===== config.mk =====
export PLATFORM = sky130hd
export DESIGN_NAME = multi_cycle_ctrl
export DESIGN_NICKNAME = d
export VERILOG_FILES = /design/src/rtl/multi_cycle_ctrl.sv
export SDC_FILE = /design/constraint.sdc
export NUM_CORES = 1
export LEC_CHECK = 0
export ABC_AREA = 1
export BUFFER_PORTS_ARGS = -buffer_cell sky130_fd_sc_hd__buf_2
export CAP_MARGIN = 40
export CELL_PAD_IN_SITES_DETAIL_PLACEMENT = 1
export CELL_PAD_IN_SITES_GLOBAL_PLACEMENT = 1
export CORE_ASPECT_RATIO = 0.6
export CORE_MARGIN = 1.5
export CORE_UTILIZATION = 27
export DETAILED_ROUTE_END_ITERATION = 8
export GPL_TIMING_DRIVEN = 0
export PLACE_DENSITY = 0.9
export SETUP_SLACK_MARGIN = 0.15
export SYNTH_ARGS = -nofsm -noshare
export SYNTH_HDL_FRONTEND = slang
export SYNTH_SLANG_ARGS = --single-unit

===== constraint.sdc =====
create_clock -name clk -period 1.5 [get_ports clk]
set_input_delay 0 -clock clk [delete_from_list [all_inputs] [get_ports clk]]
set_output_delay 0 -clock clk [all_outputs]
set_load 0.01 [all_outputs]

===== src/rtl/multi_cycle_ctrl.sv =====
// Multi-cycle MIPS-subset control FSM: sequences fetch/decode/execute/memory/writeback steps.
// Latency: 3-5 cycles per instruction plus memory wait cycles; outputs decode from the current state.
// Backpressure: mem_ready low holds FETCH, MEM_READ or MEM_WRITE indefinitely with strobes held steady.
//
// Ports:
//   clk, rst_n             rising-edge clock, synchronous active-low reset
//   op, funct, rt0         instruction fields IR[31:26], IR[5:0], IR[16]
//   mem_ready              memory access completes this cycle
//   IorD, Mem_read, Mem_write, IR_write, Reg_write, RegDst, MemtoReg,
//   ALUSrcA, ALUSrcB, ALU_op, AddrReg_write, PC_write, PC_write_cond,
//   condition, PC_source   datapath controls
//   illegal_op             one-cycle pulse on an undecodable opcode
//   state                  current FSM state (debug)

module multi_cycle_ctrl (
    input  logic       clk,
    input  logic       rst_n,
    input  logic [5:0] op,
    input  logic [5:0] funct,
    input  logic       rt0,
    input  logic       mem_ready,
    output logic       IorD,
    output logic       Mem_read,
    output logic       Mem_write,
    output logic       IR_write,
    output logic       Reg_write,
    output logic       RegDst,
    output logic       MemtoReg,
    output logic       ALUSrcA,
    output logic [1:0] ALUSrcB,
    output logic [2:0] ALU_op,
    output logic       AddrReg_write,
    output logic       PC_write,
    output logic       PC_write_cond,
    output logic [2:0] condition,
    output logic [1:0] PC_source,
    output logic       illegal_op,
    output logic [3:0] state
);

    // State encodings (visible on the debug port, so values are fixed)
    localparam logic [3:0] S_FETCH     = 4'd0;
    localparam logic [3:0] S_DECODE    = 4'd1;
    localparam logic [3:0] S_MEM_ADDR  = 4'd2;
    localparam logic [3:0] S_MEM_READ  = 4'd3;
    localparam logic [3:0] S_MEM_WB    = 4'd4;
    localparam logic [3:0] S_MEM_WRITE = 4'd5;
    localparam logic [3:0] S_EXECUTE   = 4'd6;
    localparam logic [3:0] S_R_WB      = 4'd7;
    localparam logic [3:0] S_BRANCH    = 4'd8;
    localparam logic [3:0] S_JUMP      = 4'd9;
    localparam logic [3:0] S_IMM_EXEC  = 4'd10;
    localparam logic [3:0] S_IMM_WB    = 4'd11;
    localparam logic [3:0] S_JR        = 4'd12;
    localparam logic [3:0] S_ILLEGAL   = 4'd13;

    // Opcodes
    localparam logic [5:0] OP_RTYPE  = 6'b000000;
    localparam logic [5:0] OP_REGIMM = 6'b000001;
    localparam logic [5:0] OP_J      = 6'b000010;
    localparam logic [5:0] OP_BEQ    = 6'b000100;
    localparam logic [5:0] OP_BNE    = 6'b000101;
    localparam logic [5:0] OP_BLEZ   = 6'b000110;
    localparam logic [5:0] OP_BGTZ   = 6'b000111;
    localparam logic [5:0] OP_ADDI   = 6'b001000;
    localparam logic [5:0] OP_SLTI   = 6'b001010;
    localparam logic [5:0] OP_ANDI   = 6'b001100;
    localparam logic [5:0] OP_ORI    = 6'b001101;
    localparam logic [5:0] OP_LW     = 6'b100011;
    localparam logic [5:0] OP_SW     = 6'b101011;
    localparam logic [5:0] FUNCT_JR  = 6'b001000;

    // ALU operand-B select
    localparam logic [1:0] SRCB_REG    = 2'b00;
    localparam logic [1:0] SRCB_FOUR   = 2'b01;
    localparam logic [1:0] SRCB_IMM    = 2'b10;
    localparam logic [1:0] SRCB_IMM_SH = 2'b11;

    // ALU operation select
    localparam logic [2:0] ALU_ADD   = 3'b000;
    localparam logic [2:0] ALU_SUB   = 3'b001;
    localparam logic [2:0] ALU_FUNCT = 3'b010;
    localparam logic [2:0] ALU_IMM   = 3'b011;
    localparam logic [2:0] ALU_PASSA = 3'b100;

    // PC source select
    localparam logic [1:0] PCSRC_ALU  = 2'b00;
    localparam logic [1:0] PCSRC_ADDR = 2'b01;
    localparam logic [1:0] PCSRC_JUMP = 2'b10;

    // Branch condition select
    localparam logic [2:0] COND_EQ  = 3'b001;
    localparam logic [2:0] COND_NE  = 3'b010;
    localparam logic [2:0] COND_GEZ = 3'b011;
    localparam logic [2:0] COND_GTZ = 3'b100;
    localparam logic [2:0] COND_LEZ = 3'b101;
    localparam logic [2:0] COND_LTZ = 3'b110;

    logic [3:0] cur_state;
    logic [3:0] nxt_state;

    // ------------------------------------------------------------------
    // State register
    // ------------------------------------------------------------------
    always_ff @(posedge clk) begin
        if (!rst_n) begin
            cur_state <= S_FETCH;
        end else begin
            cur_state <= nxt_state;
        end
    end

    assign state = cur_state;

    // ------------------------------------------------------------------
    // Next-state logic
    // ------------------------------------------------------------------
    always_comb begin
        nxt_state = S_FETCH;
        case (cur_state)
            S_FETCH: begin
                nxt_state = mem_ready ? S_DECODE : S_FETCH;
            end
            S_DECODE: begin
                case (op)
                    OP_RTYPE:  nxt_state = (funct == FUNCT_JR) ? S_JR : S_EXECUTE;
                    OP_LW,
                    OP_SW:     nxt_state = S_MEM_ADDR;
                    OP_BEQ,
                    OP_BNE,
                    OP_BLEZ,
                    OP_BGTZ,
                    OP_REGIMM: nxt_state = S_BRANCH;
                    OP_J:      nxt_state = S_JUMP;
                    OP_ADDI,
                    OP_ANDI,
                    OP_ORI,
                    OP_SLTI:   nxt_state = S_IMM_EXEC;
                    default:   nxt_state = S_ILLEGAL;
                endcase
            end
            S_MEM_ADDR: begin
                // Only lw/sw reach here; anything else falls back to FETCH.
                if (op == OP_LW) begin
                    nxt_state = S_MEM_READ;
                end else if (op == OP_SW) begin
                    nxt_state = S_MEM_WRITE;
                end else begin
                    nxt_state = S_FETCH;
                end
            end
            S_MEM_READ:  nxt_state = mem_ready ? S_MEM_WB : S_MEM_READ;
            S_MEM_WB:    nxt_state = S_FETCH;
            S_MEM_WRITE: nxt_state = mem_ready ? S_FETCH : S_MEM_WRITE;
            S_EXECUTE:   nxt_state = S_R_WB;
            S_R_WB:      nxt_state = S_FETCH;
            S_IMM_EXEC:  nxt_state = S_IMM_WB;
            S_IMM_WB:    nxt_state = S_FETCH;
            S_BRANCH:    nxt_state = S_FETCH;
            S_JUMP:      nxt_state = S_FETCH;
            S_JR:        nxt_state = S_FETCH;
            S_ILLEGAL:   nxt_state = S_FETCH;
            default:     nxt_state = S_FETCH;   // unused codes 14/15 recover
        endcase
    end

    // ------------------------------------------------------------------
    // Output decode
    // ------------------------------------------------------------------
    always_comb begin
        IorD          = 1'b0;
        Mem_read      = 1'b0;
        Mem_write     = 1'b0;
        IR_write      = 1'b0;
        Reg_write     = 1'b0;
        RegDst        = 1'b0;
        MemtoReg      = 1'b0;
        ALUSrcA       = 1'b0;
        ALUSrcB       = SRCB_REG;
        ALU_op        = ALU_ADD;
        AddrReg_write = 1'b0;
        PC_write      = 1'b0;
        PC_write_cond = 1'b0;
        condition     = 3'b000;
        PC_source     = PCSRC_ALU;
        illegal_op    = 1'b0;

        case (cur_state)
            S_FETCH: begin
                // PC+4 computed every fetch cycle; IR and PC only commit
                // on the cycle memory actually returns the instruction.
                Mem_read = 1'b1;
                ALUSrcB  = SRCB_FOUR;
                IR_write = mem_ready;
                PC_write = mem_ready;
            end
            S_DECODE: begin
                // Speculatively compute and latch PC+4+(imm<<2) as branch target.
                ALUSrcB       = SRCB_IMM_SH;
                AddrReg_write = 1'b1;
            end
            S_MEM_ADDR: begin
                ALUSrcA = 1'b1;
                ALUSrcB = SRCB_IMM;
            end
            S_MEM_READ: begin
                Mem_read = 1'b1;
                IorD     = 1'b1;
            end
            S_MEM_WB: begin
                Reg_write = 1'b1;
                MemtoReg  = 1'b1;
            end
            S_MEM_WRITE: begin
                Mem_write = 1'b1;
                IorD      = 1'b1;
            end
            S_EXECUTE: begin
                ALUSrcA = 1'b1;
                ALU_op  = ALU_FUNCT;
            end
            S_R_WB: begin
                Reg_write = 1'b1;
                RegDst    = 1'b1;
            end
            S_IMM_EXEC: begin
                ALUSrcA = 1'b1;
                ALUSrcB = SRCB_IMM;
                ALU_op  = ALU_IMM;
            end
            S_IMM_WB: begin
                Reg_write = 1'b1;
            end
            S_BRANCH: begin
                ALUSrcA       = 1'b1;
                PC_write_cond = 1'b1;
                PC_source     = PCSRC_ADDR;
                // Two-register compares subtract A-B; compares against
                // zero just pass A through to the condition logic.
                case (op)
                    OP_BEQ: begin
                        condition = COND_EQ;
                        ALU_op    = ALU_SUB;
                    end
                    OP_BNE: begin
                        condition = COND_NE;
                        ALU_op    = ALU_SUB;
                    end
                    OP_BLEZ: begin
                        condition = COND_LEZ;
                        ALU_op    = ALU_PASSA;
                    end
                    OP_BGTZ: begin
                        condition = COND_GTZ;
                        ALU_op    = ALU_PASSA;
                    end
                    OP_REGIMM: begin
                        condition = rt0 ? COND_GEZ : COND_LTZ;
                        ALU_op    = ALU_PASSA;
                    end
                    default: begin
                        condition = 3'b000;
                    end
                endcase
            end
            S_JUMP: begin
                PC_write  = 1'b1;
                PC_source = PCSRC_JUMP;
            end
            S_JR: begin
                ALUSrcA  = 1'b1;
                ALU_op   = ALU_PASSA;
                PC_write = 1'b1;
            end
            S_ILLEGAL: begin
                // Single cycle in this state, so this is a one-cycle pulse.
                illegal_op = 1'b1;
            end
            default: begin
            end
        endcase

        // Reset overrides everything immediately, even mid-wait, so no
        // strobe can fire during the cycle reset is being applied.
        if (!rst_n) begin
            IorD          = 1'b0;
            Mem_read      = 1'b0;
            Mem_write     = 1'b0;
            IR_write      = 1'b0;
            Reg_write     = 1'b0;
            RegDst        = 1'b0;
            MemtoReg      = 1'b0;
            ALUSrcA       = 1'b0;
            ALUSrcB       = SRCB_REG;
            ALU_op        = ALU_ADD;
            AddrReg_write = 1'b0;
            PC_write      = 1'b0;
            PC_write_cond = 1'b0;
            condition     = 3'b000;
            PC_source     = PCSRC_ALU;
            illegal_op    = 1'b0;
        end
    end

endmodule


==> impl_metrics.xml <==
<?xml version="1.0" encoding="UTF-8"?>
<metrics>
  <group name="detailed_routing">
    <metric name="dr_total_vias" unit="">1090</metric>
    <metric name="topRoutingLayerUsed" unit="">met4</metric>
    <metric name="detail_route.iter0.violations" unit="">26</metric>
    <metric name="route.final.wire_length" unit="mm">3.37</metric>
    <metric name="wire_per_inst" unit="um">15.5</metric>
    <metric name="route.met3.wl" unit="um">136</metric>
    <metric name="residual_drc" unit="">0</metric>
    <metric name="wirelength_met1" unit="mm">1.54</metric>
    <metric name="drt-vias-per-instance" unit="">5.00</metric>
    <metric name="drt-pass1-iter-count" unit="">4</metric>
    <metric name="antenna_left" unit="">0</metric>
    <metric name="detailroute.wirelength.met2" unit="mm">1.66</metric>
  </group>
  <group name="critical_path">
    <metric name="reg_to_reg_setup_timing_slack" unit="ps">200</metric>
    <metric name="worst_setup_path_startpoint" unit="">state[2]</metric>
    <metric name="cp-start-kind" unit="">flop</metric>
    <metric name="cp_data_arrival_time" unit="ps">1370</metric>
    <metric name="crit-reg2reg-capture" unit="">state[1]</metric>
    <metric name="end_kind" unit="">primary output</metric>
    <metric name="worst_reg2reg_path_depth" unit="">9</metric>
    <metric name="timing_worst_setup_path_type" unit="">flop to primary output</metric>
    <metric name="maximum_fanout_encountered_on_the_critical_timing_path" unit="">5</metric>
    <metric name="regToRegStartpoint" unit="">state[0]</metric>
    <metric name="critical_path_required" unit="ps">1500</metric>
    <metric name="critPathCapture" unit="">condition[0]</metric>
  </group>
  <group name="sta">
    <metric name="slew_violations" unit="">0</metric>
    <metric name="setup_tns" unit="ps">0</metric>
    <metric name="setup_violations" unit="">0</metric>
    <metric name="slew-limit-headroom" unit="%">65.9</metric>
    <metric name="rsz0062_at_grt" unit="">true</metric>
    <metric name="timing_hold_violations_final" unit="">0</metric>
    <metric name="timing.fmax" unit="MHz">731</metric>
    <metric name="final.period_utilization" unit="%">91.2</metric>
    <metric name="worstMarginPinSlew" unit="ps">512</metric>
    <metric name="timing.final.crit_period" unit="ps">1370</metric>
    <metric name="skew" unit="ps">1.44</metric>
  </group>
  <group name="global_route">
    <metric name="grt_first_pass_wirelength" unit="mm">5.10</metric>
    <metric name="globalRoute.totalOverflow" unit="">0</metric>
    <metric name="initial_antenna_violation_count" unit="">0</metric>
    <metric name="globalRouteTotalUtil" unit="%">21.7</metric>
    <metric name="grt_max_degree" unit="">11</metric>
    <metric name="first_global_vias" unit="">1079</metric>
  </group>
  <group name="synthesis">
    <metric name="synthesis.instances" unit="">132</metric>
    <metric name="area_leader_netlist" unit="">sky130_fd_sc_hd__nor2_1</metric>
    <metric name="postSynthAreaPerCell" unit="sq um">5.51</metric>
    <metric name="ys_warn_count" unit="">0</metric>
    <metric name="yosys_most_used_dff" unit="">sky130_fd_sc_hd__dfxtp_1</metric>
    <metric name="synth_area" unit="sq um">727</metric>
    <metric name="synth_register_bits" unit="">4</metric>
    <metric name="postSynth.asyncResetShare" unit="%">0</metric>
    <metric name="synth_edf_count" unit="">0</metric>
    <metric name="netlist-cell-type-count" unit="">28</metric>
    <metric name="postSynthNetCount" unit="">148</metric>
    <metric name="yosys-top-cells-area" unit="">sky130_fd_sc_hd__nor2_1 14%, sky130_fd_sc_hd__nand2_1 12%, sky130_fd_sc_hd__dfxtp_1 11%, sky130_fd_sc_hd__inv_1 7.7%, sky130_fd_sc_hd__nand3_1 6.9%</metric>
    <metric name="netlist.area_leader.share" unit="%">13.9</metric>
    <metric name="ys_seq_area_share" unit="%">11.0</metric>
  </group>
  <group name="floorplan">
    <metric name="design.portCount" unit="">42</metric>
    <metric name="initial_utilization" unit="%">28.8</metric>
    <metric name="horizontal_die_dimension" unit="um">70.0</metric>
    <metric name="die_area" unit="sq um">3020</metric>
    <metric name="std_cell_rows" unit="">14</metric>
    <metric name="die_height" unit="um">43.2</metric>
    <metric name="core-area" unit="sq um">2520</metric>
  </group>
  <group name="final_layout">
    <metric name="insertedDiodeCount" unit="">0</metric>
    <metric name="filler_cell_count" unit="">373</metric>
    <metric name="share_of_final_layout_standard_cells_stronger_than_drive_strength_1" unit="%">53.2</metric>
    <metric name="largest_register_ff_count" unit="">4</metric>
    <metric name="design.final.nets" unit="">204</metric>
    <metric name="area_overhead_of_the_layout_relative_to_synthesis" unit="%">59.0</metric>
  </group>
  <group name="clock_network">
    <metric name="cts_tree" unit="">yes</metric>
    <metric name="number_of_buffers_created_by_cts" unit="">3</metric>
    <metric name="clk_root_buffer_cell" unit="">sky130_fd_sc_hd__clkbuf_8</metric>
    <metric name="clk_transition_reported_paths" unit="ps">30</metric>
    <metric name="clock_sinks" unit="">4</metric>
    <metric name="worst_skew_pair.late_latency" unit="ps">210</metric>
    <metric name="clock_tree.buffer_depth" unit="">2</metric>
    <metric name="count_of_h_tree_levels_built_during_cts" unit="">1</metric>
  </group>
  <group name="run_status">
    <metric name="outcome" unit="">complete, no violations</metric>
  </group>
  <group name="placed_design">
    <metric name="hpwlAfterDp" unit="mm">2.52</metric>
    <metric name="finalWeightedCongestion" unit="">0.936</metric>
    <metric name="port_buffers" unit="">41</metric>
  </group>
  <group name="job">
    <metric name="max_cap_violations" unit="">0</metric>
  </group>
  <group name="power_and_ir_drop">
    <metric name="cellPowerDensity" unit="nW/um^2">632</metric>
    <metric name="power_leakage" unit="nW">0.612</metric>
    <metric name="total_power" unit="uW">731</metric>
    <metric name="peakVddDrop" unit="uV">783</metric>
  </group>
  <group name="min_path">
    <metric name="type_of_the_most_critical_hold_path" unit="">primary input to flop</metric>
  </group>
</metrics>
area by class of cell:
| class | instances | area, sq um | share of cell area [%] |
|---|---|---|---|
| Buffer | 3 | 22.5 | 1.95 |
| Timing Repair Buffer | 51 | 278 | 24.0 |
| Multi-Input combinational cell | 103 | 594 | 51.4 |
| Sequential cell | 4 | 92.6 | 8.01 |
| Clock buffer | 3 | 41.3 | 3.57 |
| Inverter | 22 | 87.6 | 7.58 |
| Tap cell | 32 | 40.0 | 3.46 |
stage by stage:
| stage | area (sq um) | utilization (%) | instances | hold WS, ps | worst slack (ps) |
|---|---|---|---|---|---|
| floorplan | 727 | - | 132 | 46.4 | 258 |
| global placement | 972 | 38.5 | 205 | 265 | 138 |
| detailed placement | 972 | 38.5 | 205 | 273 | 67.9 |
| CTS | 1070 | 42.6 | 210 | 148 | 128 |
| global route | 1160 | 45.8 | 218 | 195 | 44.6 |
| finish | 1160 | 45.8 | 218 | 154 | 131 |
cells in the mapped netlist, types with 2 or more instances:
cell                      number
sky130_fd_sc_hd__nor2_1       27
sky130_fd_sc_hd__nand2_1      24
sky130_fd_sc_hd__inv_1        15
sky130_fd_sc_hd__nand3_1      10
sky130_fd_sc_hd__inv_2         6
sky130_fd_sc_hd__nor2_2        6
sky130_fd_sc_hd__nor3_1        6
sky130_fd_sc_hd__a21oi_2       5
sky130_fd_sc_hd__nand2_2       5
sky130_fd_sc_hd__dfxtp_1       4
sky130_fd_sc_hd__nand4_1       3
sky130_fd_sc_hd__nor2_4        3
sky130_fd_sc_hd__a21oi_1       2
sky130_fd_sc_hd__o22ai_1       2
repair_timing:
item | in CTS | in global routing
gates cloned | 0 | 1
hold buffers | 0 | 0
gates resized for setup | 16 | 7
setup endpoints to repair | 19 | 15
pin swaps | 2 | 2
setup buffers | 2 | 7
logic make-up after synthesis:
logic type,share of synthesized area (%)
AOI/OAI and AO/OA,14.1
buffers and inverters,14.5
DFF,11.0
and+or+nand+nor,60.4
how the worst min path moves through the flow:
stage / start / end / cells after the start
floorplan: rt0 / condition[2] / 1
global placement: rt0 / condition[2] / 3
detailed placement: rt0 / condition[2] / 3
CTS: op[3] / state[1] / 4
global route: op[3] / state[1] / 4
finish: op[3] / state[1] / 4
placed cells by master (no fill, tap or decap):
cell / count
sky130_fd_sc_hd__nand3b_1: 1
sky130_fd_sc_hd__nor2_4: 7
sky130_fd_sc_hd__a21oi_2: 5
sky130_fd_sc_hd__a31o_2: 1
sky130_fd_sc_hd__or2_2: 1
sky130_fd_sc_hd__dfxtp_2: 1
sky130_fd_sc_hd__a22oi_1: 1
sky130_fd_sc_hd__o22ai_1: 2
sky130_fd_sc_hd__nor3_2: 3
sky130_fd_sc_hd__clkbuf_8: 3
sky130_fd_sc_hd__nand3_2: 1
sky130_fd_sc_hd__inv_1: 14
sky130_fd_sc_hd__nand3_1: 9
sky130_fd_sc_hd__dfxtp_4: 3
sky130_fd_sc_hd__nor2_2: 5
sky130_fd_sc_hd__o21ai_0: 1
sky130_fd_sc_hd__buf_6: 1
sky130_fd_sc_hd__inv_2: 5
sky130_fd_sc_hd__nor2_1: 24
sky130_fd_sc_hd__a21oi_1: 2
sky130_fd_sc_hd__a31oi_1: 1
sky130_fd_sc_hd__inv_4: 2
sky130_fd_sc_hd__clkinv_1: 1
sky130_fd_sc_hd__nand2_1: 22
sky130_fd_sc_hd__nand2_2: 6
sky130_fd_sc_hd__nor4_1: 1
sky130_fd_sc_hd__buf_2: 42
sky130_fd_sc_hd__nor3_1: 4
sky130_fd_sc_hd__buf_1: 1
sky130_fd_sc_hd__nand4_1: 3
sky130_fd_sc_hd__nor3_4: 1
sky130_fd_sc_hd__nand2_4: 1
sky130_fd_sc_hd__o21ai_2: 1
sky130_fd_sc_hd__buf_4: 10
per-layer routing:
layer  vias to the layer above  global-route usage [%]
met5                         -                       0
met4                         0                    4.62
met3                         4                    3.09
met2                        31                    38.3
met1                       522                    28.4
li1                        533                       -
critical path, cell delays in order (launching register included):
cell and delay, ps:
sky130_fd_sc_hd__dfxtp_2 320, sky130_fd_sc_hd__buf_6 140, sky130_fd_sc_hd__nor2_4 120, sky130_fd_sc_hd__nand2_2 100
sky130_fd_sc_hd__nor2_4 120, sky130_fd_sc_hd__nand2_1 80, sky130_fd_sc_hd__nor2_1 130, sky130_fd_sc_hd__buf_2 150
power breakdown:
group	switching, mW	internal [mW]	total, mW	leakage (nW)
combinational	0.225	0.146	0.371	0.556
clock	0.0478	0.170	0.218	0.0216
sequential	0.0234	0.118	0.141	0.0353
Power figures use the tool's default switching activity.
